File: config.mk
export PLATFORM = sky130hd
export DESIGN_NAME = reg_writeback_unit
export DESIGN_NICKNAME = d
export VERILOG_FILES = /design/src/rtl/reg_writeback_unit.sv
export SDC_FILE = /design/constraint.sdc
export NUM_CORES = 1
export LEC_CHECK = 0
export ABC_CLOCK_PERIOD_IN_PS = 8200
export CORE_MARGIN = 2
export CORE_UTILIZATION = 50
export DETAILED_ROUTE_END_ITERATION = 6
export HOLD_SLACK_MARGIN = 0.15
export PLACE_DENSITY = 0.85
export SLEW_MARGIN = 20
export SYNTH_ARGS = -nofsm -noshare
export SYNTH_HDL_FRONTEND = slang
export SYNTH_SLANG_ARGS = --single-unit
File: constraint.sdc
create_clock -name clk -period 8.2 [get_ports clk]
set_clock_uncertainty 0.1 [all_clocks]
set_input_delay 1.23 -clock clk [delete_from_list [all_inputs] [get_ports clk]]
set_output_delay 1.23 -clock clk [all_outputs]
set_load 0.02 [all_outputs]
File: src/rtl/reg_writeback_unit.sv
// ---------------------------------------------------------------------------
// reg_writeback_unit
//
// Writeback stage directly in front of the register file. ALU results are
// written one cycle after they arrive. Load returns are buffered in a small
// FIFO and drained whenever the ALU is not writing. The unit owns the
// register-file write port and tracks which registers still wait for a load,
// so decode can stall on RAW/WAW hazards.
//
// Build option:
//   WB_FORWARD_EN  defined   -> fwdA/fwdB bypass ports exist; hazard covers
//                               only the busy scoreboard.
//                  undefined -> no bypass ports; hazard also covers a source
//                               that matches the write in flight to the RF.
//
// Ports:
//   clk, reset          clock; synchronous active-high reset
//   alu_valid/rd/data   single-cycle ALU result (never stalled)
//   ld_issue_valid/rd   load sent to memory; marks its rd busy
//   ld_ret_valid/rd/data, ld_ret_ready   load-return handshake into the FIFO
//   chkA_rd, chkB_rd, chkD_rd            decode sources / destination
//   hazard              decode must stall (combinational)
//   busy_vec            one bit per register, set while a load is outstanding
//   rf_dataIn, rf_writeSelect, rf_writeEnable   registered RF write port
//   fwdA_hit/data, fwdB_hit/data        bypass of the in-flight RF write
//                                       (WB_FORWARD_EN only)
// ---------------------------------------------------------------------------
module reg_writeback_unit #(
   parameter int DATA_W    = 32,
   parameter int REG_AW    = 5,
   parameter int LDQ_DEPTH = 4
) (
   input  logic                     clk,
   input  logic                     reset,
   input  logic                     alu_valid,
   input  logic [REG_AW-1:0]        alu_rd,
   input  logic [DATA_W-1:0]        alu_data,
   input  logic                     ld_issue_valid,
   input  logic [REG_AW-1:0]        ld_issue_rd,
   input  logic                     ld_ret_valid,
   input  logic [REG_AW-1:0]        ld_ret_rd,
   input  logic [DATA_W-1:0]        ld_ret_data,
   output logic                     ld_ret_ready,
   input  logic [REG_AW-1:0]        chkA_rd,
   input  logic [REG_AW-1:0]        chkB_rd,
   input  logic [REG_AW-1:0]        chkD_rd,
   output logic                     hazard,
`ifdef WB_FORWARD_EN
   output logic                     fwdA_hit,
   output logic                     fwdB_hit,
   output logic [DATA_W-1:0]        fwdA_data,
   output logic [DATA_W-1:0]        fwdB_data,
`endif
   output logic [(1<<REG_AW)-1:0]   busy_vec,
   output logic [DATA_W-1:0]        rf_dataIn,
   output logic [REG_AW-1:0]        rf_writeSelect,
   output logic                     rf_writeEnable
);

   localparam int              PTR_W   = $clog2(LDQ_DEPTH);
   localparam int              NREG    = 1 << REG_AW;
   localparam logic [PTR_W:0]  C_DEPTH = (PTR_W+1)'(LDQ_DEPTH);

   // Load-return FIFO
   logic [REG_AW-1:0] r_q_rd   [LDQ_DEPTH];
   logic [DATA_W-1:0] r_q_data [LDQ_DEPTH];
   logic [PTR_W-1:0]  r_wr_ptr;
   logic [PTR_W-1:0]  r_rd_ptr;
   logic [PTR_W:0]    r_count;

   // Scoreboard and RF write port
   logic [NREG-1:0]   r_busy;
   logic [NREG-1:0]   w_busy_next;
   logic              r_rf_we;
   logic [REG_AW-1:0] r_rf_sel;
   logic [DATA_W-1:0] r_rf_data;

   logic              w_alu_wr;
   logic              w_push;
   logic              w_pop;
   logic [REG_AW-1:0] w_head_rd;
   logic [DATA_W-1:0] w_head_data;
   logic              w_busy_hit;
   logic              w_hit_a;
   logic              w_hit_b;

   // Ready comes from the registered count only: a full queue refuses a
   // return even in a cycle where it also pops.
   assign ld_ret_ready = (r_count < C_DEPTH);
   assign w_push       = ld_ret_valid & ld_ret_ready;

   // An ALU write to r0 is dropped and does not take the port from the queue.
   assign w_alu_wr     = alu_valid & (alu_rd != '0);
   assign w_pop        = ~w_alu_wr & (r_count != '0);
   assign w_head_rd    = r_q_rd[r_rd_ptr];
   assign w_head_data  = r_q_data[r_rd_ptr];

   // NOTE: FIFO storage has no reset; r_count alone says which slots are valid,
   // so clearing the array would only cost reset fan-out.
   always_ff @(posedge clk) begin
      if (w_push) begin
         r_q_rd[r_wr_ptr]   <= ld_ret_rd;
         r_q_data[r_wr_ptr] <= ld_ret_data;
      end
   end

   // NOTE: every clocked block uses non-blocking assignments so all registers
   // see pre-edge values regardless of block ordering.
   always_ff @(posedge clk) begin
      if (reset) begin
         r_wr_ptr <= '0;
         r_rd_ptr <= '0;
         r_count  <= '0;
      end else begin
         if (w_push) r_wr_ptr <= r_wr_ptr + PTR_W'(1);
         if (w_pop)  r_rd_ptr <= r_rd_ptr + PTR_W'(1);
         case ({w_push, w_pop})
            2'b10:   r_count <= r_count + (PTR_W+1)'(1);
            2'b01:   r_count <= r_count - (PTR_W+1)'(1);
            default: r_count <= r_count;
         endcase
      end
   end

   // RF write port: ALU has priority, otherwise the queue head drains.
   // A popped r0 load is consumed silently.
   always_ff @(posedge clk) begin
      if (reset) begin
         r_rf_we   <= 1'b0;
         r_rf_sel  <= '0;
         r_rf_data <= '0;
      end else begin
         r_rf_we <= 1'b0;
         if (w_alu_wr) begin
            r_rf_we   <= 1'b1;
            r_rf_sel  <= alu_rd;
            r_rf_data <= alu_data;
         end else if (w_pop && (w_head_rd != '0)) begin
            r_rf_we   <= 1'b1;
            r_rf_sel  <= w_head_rd;
            r_rf_data <= w_head_data;
         end
      end
   end

   // Scoreboard: the pop clears first, the issue sets afterwards, so a set and
   // clear of the same register in one cycle leaves it busy.
   always_comb begin
      // NOTE: the default copy comes first so every path assigns the vector
      // and no latch is inferred.
      w_busy_next = r_busy;
      if (w_pop)          w_busy_next[w_head_rd]   = 1'b0;
      if (ld_issue_valid) w_busy_next[ld_issue_rd] = 1'b1;
      w_busy_next[0] = 1'b0;
   end

   always_ff @(posedge clk) begin
      if (reset) r_busy <= '0;
      else       r_busy <= w_busy_next;
   end

   // Busy bit 0 is never set, so r0 never raises the scoreboard term.
   assign w_busy_hit = r_busy[chkA_rd] | r_busy[chkB_rd] | r_busy[chkD_rd];
   assign w_hit_a    = r_rf_we & (r_rf_sel == chkA_rd) & (chkA_rd != '0);
   assign w_hit_b    = r_rf_we & (r_rf_sel == chkB_rd) & (chkB_rd != '0);

`ifdef WB_FORWARD_EN
   assign fwdA_hit  = w_hit_a;
   assign fwdB_hit  = w_hit_b;
   assign fwdA_data = r_rf_data;
   assign fwdB_data = r_rf_data;
   assign hazard    = w_busy_hit;
`else
   // Without bypass, a source being written this cycle is not yet readable
   // from the RF; stall one cycle.
   assign hazard    = w_busy_hit | w_hit_a | w_hit_b;
`endif

   assign busy_vec       = r_busy;
   assign rf_dataIn      = r_rf_data;
   assign rf_writeSelect = r_rf_sel;
   assign rf_writeEnable = r_rf_we;

endmodule

==> metrics.yaml <==
status:
  status: "complete, no violations"
clocking:
  cts_hold_buffers: 0
  cts_max_level: 1
  cts_resized: 0
  clockBufferDepth: 3
  tritoncts: "done"
  clkLatencyLatePin_ns: 0.51
  cts_buffers: 22
  clk_transition_reported_paths_ns: 0.06
  postCtsSetupRepairBufs: 0
  clock-sinks: 226
  cts_root_buffer: "clkbuf_16"
synthesis:
  synth_area_um2: 9851
  ys_seq_area_share_pct: 60.97
  ys.flop_type: "edfxtp_1"
  avgSynthCellArea_um2: 13.59
  ys_ff_latch: 226
  async_flop_share_pct: 0
  syn_nets: 830
  synth-edff-count: 148
  synthCells: 725
  ys_warn_count: 0
  yosysUniqueCellTypes: 54
drt:
  antenna_left: 0
  num_vias: 6994
  viasPerCell: 6.040
  drt_iter0_drc: 601
  wl_mm: 24.75
  drt_pre_antenna_iters: 5
  drc: 0
  routed_wire_length_per_instance_um: 21.38
hold_path:
  hp-class: "flip-flop to flip-flop"
  worstHoldEndpoint: "r_rd_ptr[1]$_SDFFE_PP0N_"
  min_from: "r_rd_ptr[1]$_SDFFE_PP0N_"
  worst_hold_path.num_cells: 2
die:
  die_w_um: 144.4
  die_h_um: 144.4
  initial_core_util_pct: 50.78
  die-area_um2: 20840
  num_rows: 51
  core-area_um2: 19400
  io_pins: 171
power:
  powerDensity_nw_per_um2: 284.5
  power_leakage_uw: 0.004062
  max-vdd-ir-drop_v: 0.0002121
  power_uw: 3551
setup_path:
  rr_worst_depth: 7
  critPathMaxFanout: 13
  r2r_slack_ns: 4.65
  crit_family: "buffers and inverters"
  crit_slowest_cell: "clkdlybuf4s50_1"
  worst_ep_required_time_ns: 6.87
  r2r_end: "rf_dataIn[7]$_SDFFE_PP0P_"
  max_stage_delay_ns: 0.89
  worst-endpoint-arrival_ns: 4.46
  crit_chain: "clkdlybuf4s50_1 -> mux4_2 -> o2111ai_1 -> o21ai_0 -> or4_1 -> or3_1 -> clkdlybuf4s50_1"
  critPathCaptureType: "output pin"
  crit_type: "primary input to output pin"
  crit_top_cell: "clkdlybuf4s50_1"
  startpoint_type: "primary input"
  worst-path-buf-inv: 2
timing:
  fin_crit_sh_pct: 70.58
  fmax_mhz: 172.8
  slew_headroom_pct: 30.68
  rsz0062_at_grt: "no"
  setup_viol: 0
  post-route-min-period_ns: 5.788
  worst_slew_pin_slew_ns: 1.040
  timing.setup.tns_ns: 0
  hold_viol: 0
  final-max-slew-violation-count: 0
global_route:
  grt_start_max_net_pins: 80
  overflow: 0
  antenna_found_initial: 2
  grt_pass1_wl_mm: 37.72
  grt_pass1_vias: 6826
  grt_usage_pct: 23.36
flow_run:
  maxCapViolCount: 0
placed_design:
  gp_congestion: 0.8592
  port_buffers: 169
  placed_area_um2: 11690
  dpl.hpwl_mm: 16.01
cells_and_area:
  nets: 981
  stdcell_area_um2: 12480
  area_growth_pct: 26.69
  drive_above_1_share_pct: 12.56
[worst max path at each step]
stage,start,endpoint,slack [ns],cells past startpoint
2_1_floorplan,chkB_rd[2],hazard,3.72,6
3_3_place_gp,chkD_rd[1],hazard,2.37,7
3_5_place_dp,chkD_rd[1],hazard,2.39,7
4_1_cts,chkD_rd[1],hazard,2.38,7
5_1_grt,chkD_rd[1],hazard,2.26,7
6_report,chkD_rd[1],hazard,2.41,7
[routing by layer]
metal / vias up / GRT usage (%) / share of wire, %
met2: 341 / 37.59 / 49
met5: - / 0 / 0
li1: 3144 / - / -
met4: 0 / 7.256 / 2.4
met1: 3456 / 32.36 / 40
met3: 53 / 4.702 / 8.9
[power by group]
part	internal (µW)	switching (µW)	total (µW)	leakage, µW
logic	430	549	979	0.00168
clock network	662	430	1090	0.000378
registers	1380	100	1480	0.00200
total	2470	1080	3550	0.00406
[cell type report]
cell class	count	area, µm²
clock inverters	16	224.0
diodes	1	2.502
flip-flops and latches	226	6008
repair buffers	174	1724
multi-input cells	431	3542
clock buffers	24	568.0
fillers	1436	6919
inverters	21	78.83
well taps	265	331.6
[state kept, by name, indices dropped and copies added, names as in the netlist, named ones only]
name	flops
busy_vec	31
r_count	3
r_q_data	128
r_q_rd	20
r_rd_ptr	2
r_wr_ptr	2
rf_dataIn	32
rf_writeEnable	1
rf_writeSelect	5
[tightest hold or removal path, cell delays in order (launching register included)]
cell	delay, ns
dfxtp_1	0.32
xor2_1	0.06
nor2_1	0.11
[stage by stage]
step	cells	setup WS [ns]	hold WS, ns	utilization [%]
after floorplan	725	3.718	0.3815	-
after global placement	1117	2.371	0.3982	60.24
after detailed placement	1117	2.387	0.4208	60.24
after CTS	1157	2.383	0.4356	64.32
after global routing	1157	2.261	0.4602	64.32
final	1158	2.412	0.4335	64.33
[logic make-up (layout without fill, tap and decap cells)]
kind of cell / Yosys count / count (layout) / share of synthesized area [%]
AOI/OAI and AO/OA: 120 / 120 / 7.570
xor gates and xnor gates: 13 / 13 / 1.156
adders and majority gates: 6 / 6 / 0.8383
buffers and inverters: 68 / 235 / 3.201
DFF: 226 / 226 / 60.97
muxes: 68 / 68 / 13.81
other: 1 / 2 / 0.03807
and+or+nand+nor: 223 / 223 / 12.42
[cell usage after synthesis, types with 2 or more instances]
| library cell | n | area (µm²) |
|---|---|---|
| xor2_1 | 5 | 43.79 |
| a221oi_1 | 3 | 26.28 |
| nor2b_1 | 32 | 200.2 |
| a22oi_1 | 2 | 15.01 |
| nor3_1 | 37 | 185.2 |
| o2111ai_1 | 3 | 26.28 |
| a311oi_1 | 3 | 26.28 |
| nand2_1 | 14 | 52.55 |
| and2_1 | 4 | 25.02 |
| dfxtp_1 | 78 | 1562 |
| nor3b_1 | 4 | 30.03 |
| nand3b_1 | 10 | 75.07 |
| xnor2_1 | 8 | 70.07 |
| or3_1 | 4 | 25.02 |
| mux2i_1 | 11 | 110.1 |
| inv_1 | 21 | 78.83 |
| buf_4 | 4 | 30.03 |
| edfxtp_1 | 148 | 4444 |
| a2111oi_0 | 2 | 17.52 |
| clkbuf_1 | 31 | 116.4 |
| nand3_1 | 7 | 35.03 |
| o221a_1 | 2 | 22.52 |
| buf_6 | 5 | 56.30 |
| o21ai_0 | 52 | 260.3 |
| mux4_2 | 54 | 1216 |
| or4_1 | 4 | 30.03 |
| mux2_2 | 3 | 33.78 |
| buf_2 | 6 | 30.03 |
| o22ai_1 | 32 | 200.2 |
| nor2_1 | 56 | 210.2 |
| o32ai_1 | 8 | 70.07 |
| a21oi_1 | 7 | 35.03 |
| ha_1 | 5 | 62.56 |
| nor4_1 | 40 | 250.2 |
[placed cells by master, fill, tap and decap left out, drive strengths merged, types with 2 or more instances in the layout]
master,count
a311oi,3
edfxtp,148
bufinv,5
or3,4
mux4,54
nand3b,10
o32ai,8
or4,4
o21ai,53
a21oi,7
nor4,41
ha,5
and2,4
dfxtp,78
nor3,37
mux2,3
a22oi,2
nor2,57
nor2b,32
nor3b,4
nand3,7
clkinv,8
nand2,15
o22ai,32
nand2b,3
clkinvlp,3
clkdlybuf4s50,168
inv,21
xor2,5
xnor2,8
a221oi,3
buf,6
mux2i,11
o2111ai,3
clkbuf,24
o221a,2
a2111oi,2
(Power assumes the default switching activity.)
